File: config.mk
export PLATFORM = sky130hd
export DESIGN_NAME = dct8_in_buffer_flat
export DESIGN_NICKNAME = d
export VERILOG_FILES = /design/src/rtl/dct8_in_buffer_pkg.sv /design/src/rtl/dct8_in_buffer_if.sv /design/src/rtl/dct8_mem_bank.sv /design/src/rtl/dct8_in_buffer.sv /design/src/flat_wrapper.sv
export SDC_FILE = /design/constraint.sdc
export NUM_CORES = 1
export LEC_CHECK = 0
export BUFFER_PORTS_ARGS = -buffer_cell sky130_fd_sc_hd__buf_2
export CAP_MARGIN = 10
export CELL_PAD_IN_SITES_DETAIL_PLACEMENT = 0
export CELL_PAD_IN_SITES_GLOBAL_PLACEMENT = 1
export CORE_MARGIN = 1.5
export CORE_UTILIZATION = 45
export DETAILED_ROUTE_END_ITERATION = 7
export GPL_TIMING_DRIVEN = 0
export PLACE_DENSITY_LB_ADDON = 0.12
export RECOVER_POWER = 100
export REMOVE_ABC_BUFFERS = 1
export SYNTH_ARGS = -nofsm -noshare
export SYNTH_HDL_FRONTEND = slang
export SYNTH_HIERARCHICAL = 1
export SYNTH_SLANG_ARGS = --single-unit
File: constraint.sdc
create_clock -name clk -period 4.45 [get_ports clk]
set_input_delay 0.89 -clock clk [delete_from_list [all_inputs] [get_ports clk]]
set_output_delay 0.89 -clock clk [all_outputs]
set_load 0.01 [all_outputs]
File: src/rtl/dct8_in_buffer_pkg.sv
// Shared constants and types for the DCT8 input ping-pong buffer.
// Pure declarations: no latency, no flow control.
package dct8_in_buffer_pkg;

  localparam int DCT8_IN_W   = 12;
  localparam int DCT8_N      = 8;
  localparam int DCT8_HALF   = 4;
  localparam int DCT8_PAIR_W = 2;
  localparam int DCT8_ADDR_W = 3;

  typedef logic [DCT8_PAIR_W-1:0] pair_idx_t;

  typedef enum logic {
    BANK0 = 1'b0,
    BANK1 = 1'b1
  } bank_sel_t;

  // Address of the butterfly partner x[7-k] for pair index k.
  function automatic logic [DCT8_ADDR_W-1:0] pair_mate(input pair_idx_t k);
    return DCT8_ADDR_W'(DCT8_N - 1) - DCT8_ADDR_W'(k);
  endfunction

endpackage

File: src/rtl/dct8_in_buffer_if.sv
// Sample-in / butterfly-pair-out handshake bundle of the DCT8 input buffer.
// Both directions are valid/ready; slave is the buffer, master is its environment.
interface dct8_in_buffer_if
  import dct8_in_buffer_pkg::*;
#(
  parameter int DATA_W = DCT8_IN_W
);

  logic                     in_valid;
  logic                     in_ready;
  logic signed [DATA_W-1:0] in_data;

  logic                     out_valid;
  logic                     out_ready;
  logic signed [DATA_W-1:0] out_a;
  logic signed [DATA_W-1:0] out_b;
  pair_idx_t                out_idx;
  logic                     out_last;

  modport slave (
    input  in_valid, in_data, out_ready,
    output in_ready, out_valid, out_a, out_b, out_idx, out_last
  );

  modport master (
    output in_valid, in_data, out_ready,
    input  in_ready, out_valid, out_a, out_b, out_idx, out_last
  );

endinterface

File: src/rtl/dct8_mem_bank.sv
// Small dual-port RAM bank with registered read data on both ports.
// One-cycle read latency; no flow control, caller owns port arbitration.
module dct8_mem_bank
  import dct8_in_buffer_pkg::*;
#(
  parameter int DATA_W = DCT8_IN_W,
  parameter int DEPTH  = DCT8_N,
  parameter int ADDR_W = $clog2(DEPTH)
) (
  input  logic              clk,
  input  logic              we_a,
  input  logic [ADDR_W-1:0] addr_a,
  input  logic [DATA_W-1:0] din_a,
  output logic [DATA_W-1:0] dout_a,
  input  logic              we_b,
  input  logic [ADDR_W-1:0] addr_b,
  input  logic [DATA_W-1:0] din_b,
  output logic [DATA_W-1:0] dout_b
);

  logic [DATA_W-1:0] mem [DEPTH];

  // Read-old-data semantics; contents are deliberately not reset.
  always_ff @(posedge clk) begin
    if (we_a) mem[addr_a] <= din_a;
    if (we_b) mem[addr_b] <= din_b;
    dout_a <= mem[addr_a];
    dout_b <= mem[addr_b];
  end

endmodule

File: src/rtl/dct8_in_buffer.sv
// Ping-pong buffer: fills 8-sample blocks, drains them as (x[k], x[7-k]) pairs.
// Pair 0 valid one edge after the 8th sample; output holds under stall, input stalls only with both banks full.
module dct8_in_buffer
  import dct8_in_buffer_pkg::*;
#(
  parameter int DATA_W = DCT8_IN_W,
  parameter int ADDR_W = DCT8_ADDR_W
) (
  input logic              clk,
  input logic              rst,
  dct8_in_buffer_if.slave  bus
);

  bank_sel_t         wsel;
  bank_sel_t         rsel;
  logic [ADDR_W-1:0] wcnt;
  pair_idx_t         rcnt;
  pair_idx_t         rd_addr;
  logic [1:0]        full;
  logic [1:0]        full_nxt;
  logic              done_issue;
  logic              out_valid;
  pair_idx_t         out_idx;
  logic              out_last;

  logic              wr_fire;
  logic              blk_done;
  logic              rd_fire;
  logic              rel_fire;
  logic              issue;
  pair_idx_t         rd_k;
  logic [ADDR_W-1:0] rd_addr_a;
  logic [ADDR_W-1:0] rd_addr_b;

  logic              bank_we_a   [2];
  logic [ADDR_W-1:0] bank_addr_a [2];
  logic [DATA_W-1:0] bank_dout_a [2];
  logic [DATA_W-1:0] bank_dout_b [2];

  assign bus.in_ready = !full[wsel];
  assign wr_fire      = bus.in_valid && !full[wsel];
  assign blk_done     = wr_fire && (wcnt == ADDR_W'(DCT8_N - 1));

  assign rd_fire  = out_valid && bus.out_ready;
  assign rel_fire = rd_fire && out_last;
  assign issue    = full[rsel] && !done_issue && (!out_valid || bus.out_ready);

  // When stalled the read addresses replay rd_addr so the registered bank outputs stay put.
  assign rd_k      = issue ? rcnt : rd_addr;
  assign rd_addr_a = ADDR_W'(rd_k);
  assign rd_addr_b = ADDR_W'(pair_mate(rd_k));

  always_comb begin
    full_nxt = full;
    if (rel_fire) full_nxt[rsel] = 1'b0;
    if (blk_done) full_nxt[wsel] = 1'b1;
  end

  always_ff @(posedge clk) begin
    if (rst) begin
      wsel       <= BANK0;
      rsel       <= BANK0;
      wcnt       <= '0;
      rcnt       <= '0;
      rd_addr    <= '0;
      full       <= 2'b00;
      done_issue <= 1'b0;
      out_valid  <= 1'b0;
      out_idx    <= '0;
      out_last   <= 1'b0;
    end else begin
      full <= full_nxt;

      if (wr_fire) begin
        wcnt <= blk_done ? '0 : wcnt + ADDR_W'(1);
      end
      if (blk_done) begin
        wsel <= (wsel == BANK0) ? BANK1 : BANK0;
      end

      if (issue) begin
        rcnt      <= rcnt + pair_idx_t'(1);
        rd_addr   <= rcnt;
        out_idx   <= rcnt;
        out_last  <= (rcnt == pair_idx_t'(DCT8_HALF - 1));
        out_valid <= 1'b1;
      end else if (rd_fire) begin
        out_valid <= 1'b0;
      end

      if (rel_fire) begin
        done_issue <= 1'b0;
        rsel       <= (rsel == BANK0) ? BANK1 : BANK0;
      end else if (issue && (rcnt == pair_idx_t'(DCT8_HALF - 1))) begin
        done_issue <= 1'b1;
      end
    end
  end

  for (genvar i = 0; i < 2; i++) begin : g_bank
    logic fill_mode;

    // A bank is steered to the write side only while it is the fill target and not holding a block.
    assign fill_mode      = (1'(wsel) == 1'(i)) && !full[i];
    assign bank_we_a[i]   = fill_mode && wr_fire;
    assign bank_addr_a[i] = fill_mode ? wcnt : rd_addr_a;

    dct8_mem_bank #(
      .DATA_W (DATA_W),
      .DEPTH  (DCT8_N),
      .ADDR_W (ADDR_W)
    ) u_bank (
      .clk    (clk),
      .we_a   (bank_we_a[i]),
      .addr_a (bank_addr_a[i]),
      .din_a  (bus.in_data),
      .dout_a (bank_dout_a[i]),
      .we_b   (1'b0),
      .addr_b (rd_addr_b),
      .din_b  ('0),
      .dout_b (bank_dout_b[i])
    );
  end

  assign bus.out_valid = out_valid;
  assign bus.out_idx   = out_idx;
  assign bus.out_last  = out_last;
  assign bus.out_a     = (rsel == BANK1) ? bank_dout_a[1] : bank_dout_a[0];
  assign bus.out_b     = (rsel == BANK1) ? bank_dout_b[1] : bank_dout_b[0];

  stall_hold : assert property (@(posedge clk) disable iff (rst)
    (out_valid && !bus.out_ready) |=>
      (out_valid && $stable(bus.out_a) && $stable(bus.out_b) && $stable(out_idx) && $stable(out_last)));

endmodule

File: src/flat_wrapper.sv
// flat-port wrapper written by rule: the top's interface ports become plain ports
module dct8_in_buffer_flat import dct8_in_buffer_pkg::*;
#(
  parameter int DATA_W = DCT8_IN_W,
  parameter int ADDR_W = DCT8_ADDR_W
)
  (clk, rst, bus_in_valid, bus_in_data, bus_out_ready, bus_in_ready, bus_out_valid, bus_out_a, bus_out_b, bus_out_idx, bus_out_last);
  dct8_in_buffer_if #(.DATA_W(DATA_W)) bus_i ();
  input logic clk;
  input logic rst;
  input wire logic [$bits(bus_i.in_valid)-1:0] bus_in_valid;
  input wire logic [$bits(bus_i.in_data)-1:0] bus_in_data;
  input wire logic [$bits(bus_i.out_ready)-1:0] bus_out_ready;
  output wire logic [$bits(bus_i.in_ready)-1:0] bus_in_ready;
  output wire logic [$bits(bus_i.out_valid)-1:0] bus_out_valid;
  output wire logic [$bits(bus_i.out_a)-1:0] bus_out_a;
  output wire logic [$bits(bus_i.out_b)-1:0] bus_out_b;
  output wire logic [$bits(bus_i.out_idx)-1:0] bus_out_idx;
  output wire logic [$bits(bus_i.out_last)-1:0] bus_out_last;
  assign bus_i.in_valid = bus_in_valid;
  assign bus_i.in_data = bus_in_data;
  assign bus_i.out_ready = bus_out_ready;
  assign bus_in_ready = bus_i.in_ready;
  assign bus_out_valid = bus_i.out_valid;
  assign bus_out_a = bus_i.out_a;
  assign bus_out_b = bus_i.out_b;
  assign bus_out_idx = bus_i.out_idx;
  assign bus_out_last = bus_i.out_last;
  dct8_in_buffer #(.DATA_W(DATA_W), .ADDR_W(ADDR_W)) u_core (.clk(clk), .rst(rst), .bus(bus_i));
endmodule
# == After elaboration in Yosys (flattened, before gate mapping) ==
# Memory sizes are Yosys's and may differ from the RTL's. A register that Yosys moved wholly into a read port is not among the register bits.
# Index checks and enable logic that the tools add are counted.
# op_classes
add_sub_neg,3
magnitude_cmp,4
n_eq_ne,2
mux,24
bitwise_logic,4
reduce_logical,21
# op_table
op,n
two-way mux 12 bit,2
two-way mux 1 bit,14
logical AND 1 bit,13
two-way mux 3 bit,3
two-way mux 2 bit,3
logical NOT 1 bit,5
less-than comparator 1 x 2 -> 1 bit (second input constant),2
adder 3 x 1 -> 3 bit (second input constant),1
equality test 3 bit (second input constant),1
subtractor 3 x 2 -> 3 bit (first input constant),1
adder 2 x 1 -> 2 bit (second input constant),1
AND 2 bit,1
demux 1 bit (select 1 bit),2
equality test 2 bit (second input constant),1
>= comparator 1 bit (second input constant),2
inverter 2 bit,1
OR 2 bit,1
nonzero test 2 bit,1
OR reduction 2 bit,1
logical OR 1 bit,1
inverter 1 bit,1
# word_totals
reg_bits,16
ramBits,192
output_inout_bits,29
memories,2
# mem_list
memory,depth,word_bits,rd,rd_ports_with_merged_regs,write_ports,line,source
u_core.g_bank[0].u_bank.mem,8,12,2,2,1,dct8_mem_bank.sv:21,logic [DATA_W-1:0] mem [DEPTH];
u_core.g_bank[1].u_bank.mem,8,12,2,2,1,dct8_mem_bank.sv:21,

# == Longest topological paths before layout ==
# depth
ltp_word,9
depth_mapped,10
depth_no_buf,6

# == By module ==
# Netlist, hierarchy kept.
# by_module_without_submodules
module,instances,cells_each,area_per_inst_um2
dct8_mem_bank at u_core.g_bank[1].u_bank,1,335,6249.7
dct8_mem_bank at u_core.g_bank[0].u_bank,1,399,6203.4
dct8_in_buffer,1,121,1076.0

# == Worst setup path before layout ==
# Ideal clock, no wire load.
# synth_path
path_kind,input to register
startpoint,input bus_out_ready
endpoint,memory u_core/g_bank[1].u_bank/mem[7][0] (netlist name) (enable)
setup_ns,0.398
arrival_time_ns,3.122
t_required_ns,4.052
slack_ns,0.931
stages,8
path_buffers,3
cell_sequence,nor2b_1 clkbuf_1 o31ai_1 a31oi_1 clkbuf_1 clkbuf_1 nand2_1 o21ai_0
# synth_lines
item,line,source
start: declaration,flat_wrapper.sv:13,input wire logic [$bits(bus_i.out_ready)-1:0] bus_out_ready;
end: declaration,dct8_mem_bank.sv:21,

==> reports/qor.yml <==
floorplan:
  num_rows: 63
  die_h_um: 176
  die_w_um: 176
  initial_utilization_pct: 45.6
  num_io_pins: 45
  die-area_sq_um: 31100
  core_region_area_sq_um: 29600
worst_setup_path:
  cp_max_fo: 19
  reg2reg_depth: 8
  worstSetupPathType: "register to register"
  critPathArrivalTime_ps: 4400
  end_kind: "register"
  crit_required_ps: 4710
  worst_setup_path_start_kind: "register"
route:
  firstDrtPassIters: 5
  drt_iter0_drc: 487
  routed_wl_mm: 35.1
  ant_nets: 0
  drc: 0
  via_count: 8115
  routed_via_density: 5.39
  drt-wirelength-per-cell_um: 23.3
timing:
  finalClockSkew_ps: 11.1
  max_freq_ghz: 0.241
  max-slew-margin-rel_pct: -23.1
  worstMarginPinSlew_ps: 1840
  drv_slew: 14
  post-route-period-util_pct: 93.2
  rsz0062_at_grt: "false"
  setup_ws_ps: 304
  finalSetupViolCount: 0
  hold_viol: 0
  fin_crit_ps: 4150
pwr:
  swShare_pct: 22.6
  p_leak_nw: 5.64
  p_per_area_nw_per_um2: 343
  power_switching_mw: 1.23
  combPwrFrac_pct: 8.0
  finalPower_mw: 5.44
  p_int_mw: 4.21
  clkPwrFrac_pct: 42.5
  seq_power_share_pct: 49.5
  peakVddDrop_v: 0.000239
worst_hold_path:
  min_path_type: "register to register"
  hold_depth: 2
cells_and_area:
  final_util_pct: 53.5
  final_cell_mix: "conb_1 (213), mux2_2 (200), edfxtp_1 (192)"
  nets: 1111
  instances_no_fill: 1505
  layout_commonest_cell: "conb_1"
  area_growth_pct: 17.2
  num_antenna_cells: 0
  drive_gt1_share_pct: 33.9
yosys:
  synth_edf_count: 192
  synth.top_cell.area_share_pct: 42.6
  synth_cell_type_count: 52
  synth_area_sq_um: 13500
  synthTopCellsByArea: "edfxtp_1 (43%), mux2_2 (18%), mux4_2 (13%)"
  yosys.area.top_type: "edfxtp_1"
  syn_inst: 855
  synth_seq_cells: 256
  avgSynthCellArea_sq_um: 15.8
  ys_warn_count: 6
  synth-main-ff-cell: "edfxtp_1"
  ys_seq_area_share_pct: 52.1
  synthArstFlopShare_pct: 0
place:
  dp_slack_ps: 24.7
  dp.cells: 1451
  io_buffers: 44
  dp_hpwl_mm: 21.7
  gp_congestion: 0.797
grt:
  grt_first_pass_wirelength_mm: 52.7
  grt_max_degree: 51
  grtUsageTotal_pct: 23.3
  grt_pass1_vias: 8491
  grt_antenna_before_repair: 0
  overflow: 0
cts:
  clock_latency_ps: 550
  htree_levels: 1
  cts_buffers: 29
  clkTransAtPathRegs_ps: 60
  cts_sinks: 256
  root_buffer: "clkbuf_16"
  clockBufferDepth: 3
  cts_tree: "yes"
run_status:
  outcome: "complete, but fails checks"
  violations: "slew limit"
run:
  maxCapViolCount: 0
[Yosys cell counts, types with 11 or more instances]
cell type	n
buf_2	30
edfxtp_1	192
clkbuf_1	11
o21ai_0	13
nand2_1	13
mux2i_1	22
inv_1	14
nor2_1	14
a21oi_1	21
mux2_4	19
mux2_1	24
mux2_2	212
dfxtp_1	64
mux4_2	76
[layer usage]
layer	vias to the layer above	GRT usage [%]	wire length, um
met1	4150	31.5	15800
met2	197	39.4	17100
met4	0	6.60	715
li1	3720	-	-
met3	48	2.99	1460
met5	-	0	0
[layout make-up]
class	count	area, sq um
fill	2597	13800
sequential	256	7050
multi-input combinational	735	6940
clock buffer	47	886
tap	390	488
timing repair buffer	56	412
inverter	14	52.6
clock inverter	7	37.5
[repair_timing]
action / 4_1_cts / 5_1_grt
gates resized for setup: 0 / 2
setup buffers: 0 / 0
hold buffers: 0 / 0
setup endpoints to repair: 0 / 36
[kinds of logic after synthesis]
kind of cell | synth area share [%]
compound gates | 4.83
xor+xnor | 0.0647
fa+ha+maj | 0.277
buf+inv | 2.94
flops | 52.1
mux | 36.1
other cells | 0.0555
simple gates | 3.62
[worst max-delay path, cell delays in order, from the launching register on]
cell and delay (ps):
dfxtp_1 690, buf_16 240, mux2i_2 160, o31ai_1 650, a31oi_1 480, buf_6 310, nand2b_1 170, o21ai_0 890
buf_8 250
[power groups by stage]
stage,combinational (mW),clock [mW],sequential (mW)
3_5_place_dp,0.431,0,2.74
6_report,0.434,2.31,2.69
5_1_grt,0.477,2.44,2.70
4_1_cts,0.434,2.37,2.69
3_3_place_gp,0.422,0,2.74
2_1_floorplan,0.297,0,2.72
[worst paths after layout]
| check | from | endpoint | slack, ps |
|---|---|---|---|
| setup / recovery | u_core/rsel | u_core/g_bank[1].u_bank/mem[5][8] | 300 |
| hold / removal | u_core/bus.out_idx[1] | u_core/bus.out_idx[1] | 470 |
| setup reg to reg | u_core/rsel | u_core/g_bank[1].u_bank/mem[5][8] | 300 |
| hold reg to reg | u_core/bus.out_idx[1] | u_core/bus.out_idx[1] | 470 |
[metrics by stage]
stage	setup TNS (ps)	hold WS [ps]	instance area (sq um)
after floorplan	-191290	459	14000
after global placement	-842330	457	14700
after detailed placement	0	471	15000
after CTS	0	479	16000
after global routing	0	507	15900
final	0	473	15900
[flip-flops by register name, summed over array words and instances (netlist names)]
signal,count
u_core/g_bank.u_bank/mem,192
u_core/bus.out_last,1
u_core/g_bank.u_bank/dout_a,24
u_core/g_bank.u_bank/dout_b,24
u_core/rd_addr,2
u_core/done_issue,1
u_core/bus.out_valid,1
u_core/rcnt,2
u_core/full,2
u_core/wcnt,3
u_core/bus.out_idx,2
u_core/wsel,1
u_core/rsel,1
Power figures use the tool's default switching activity.
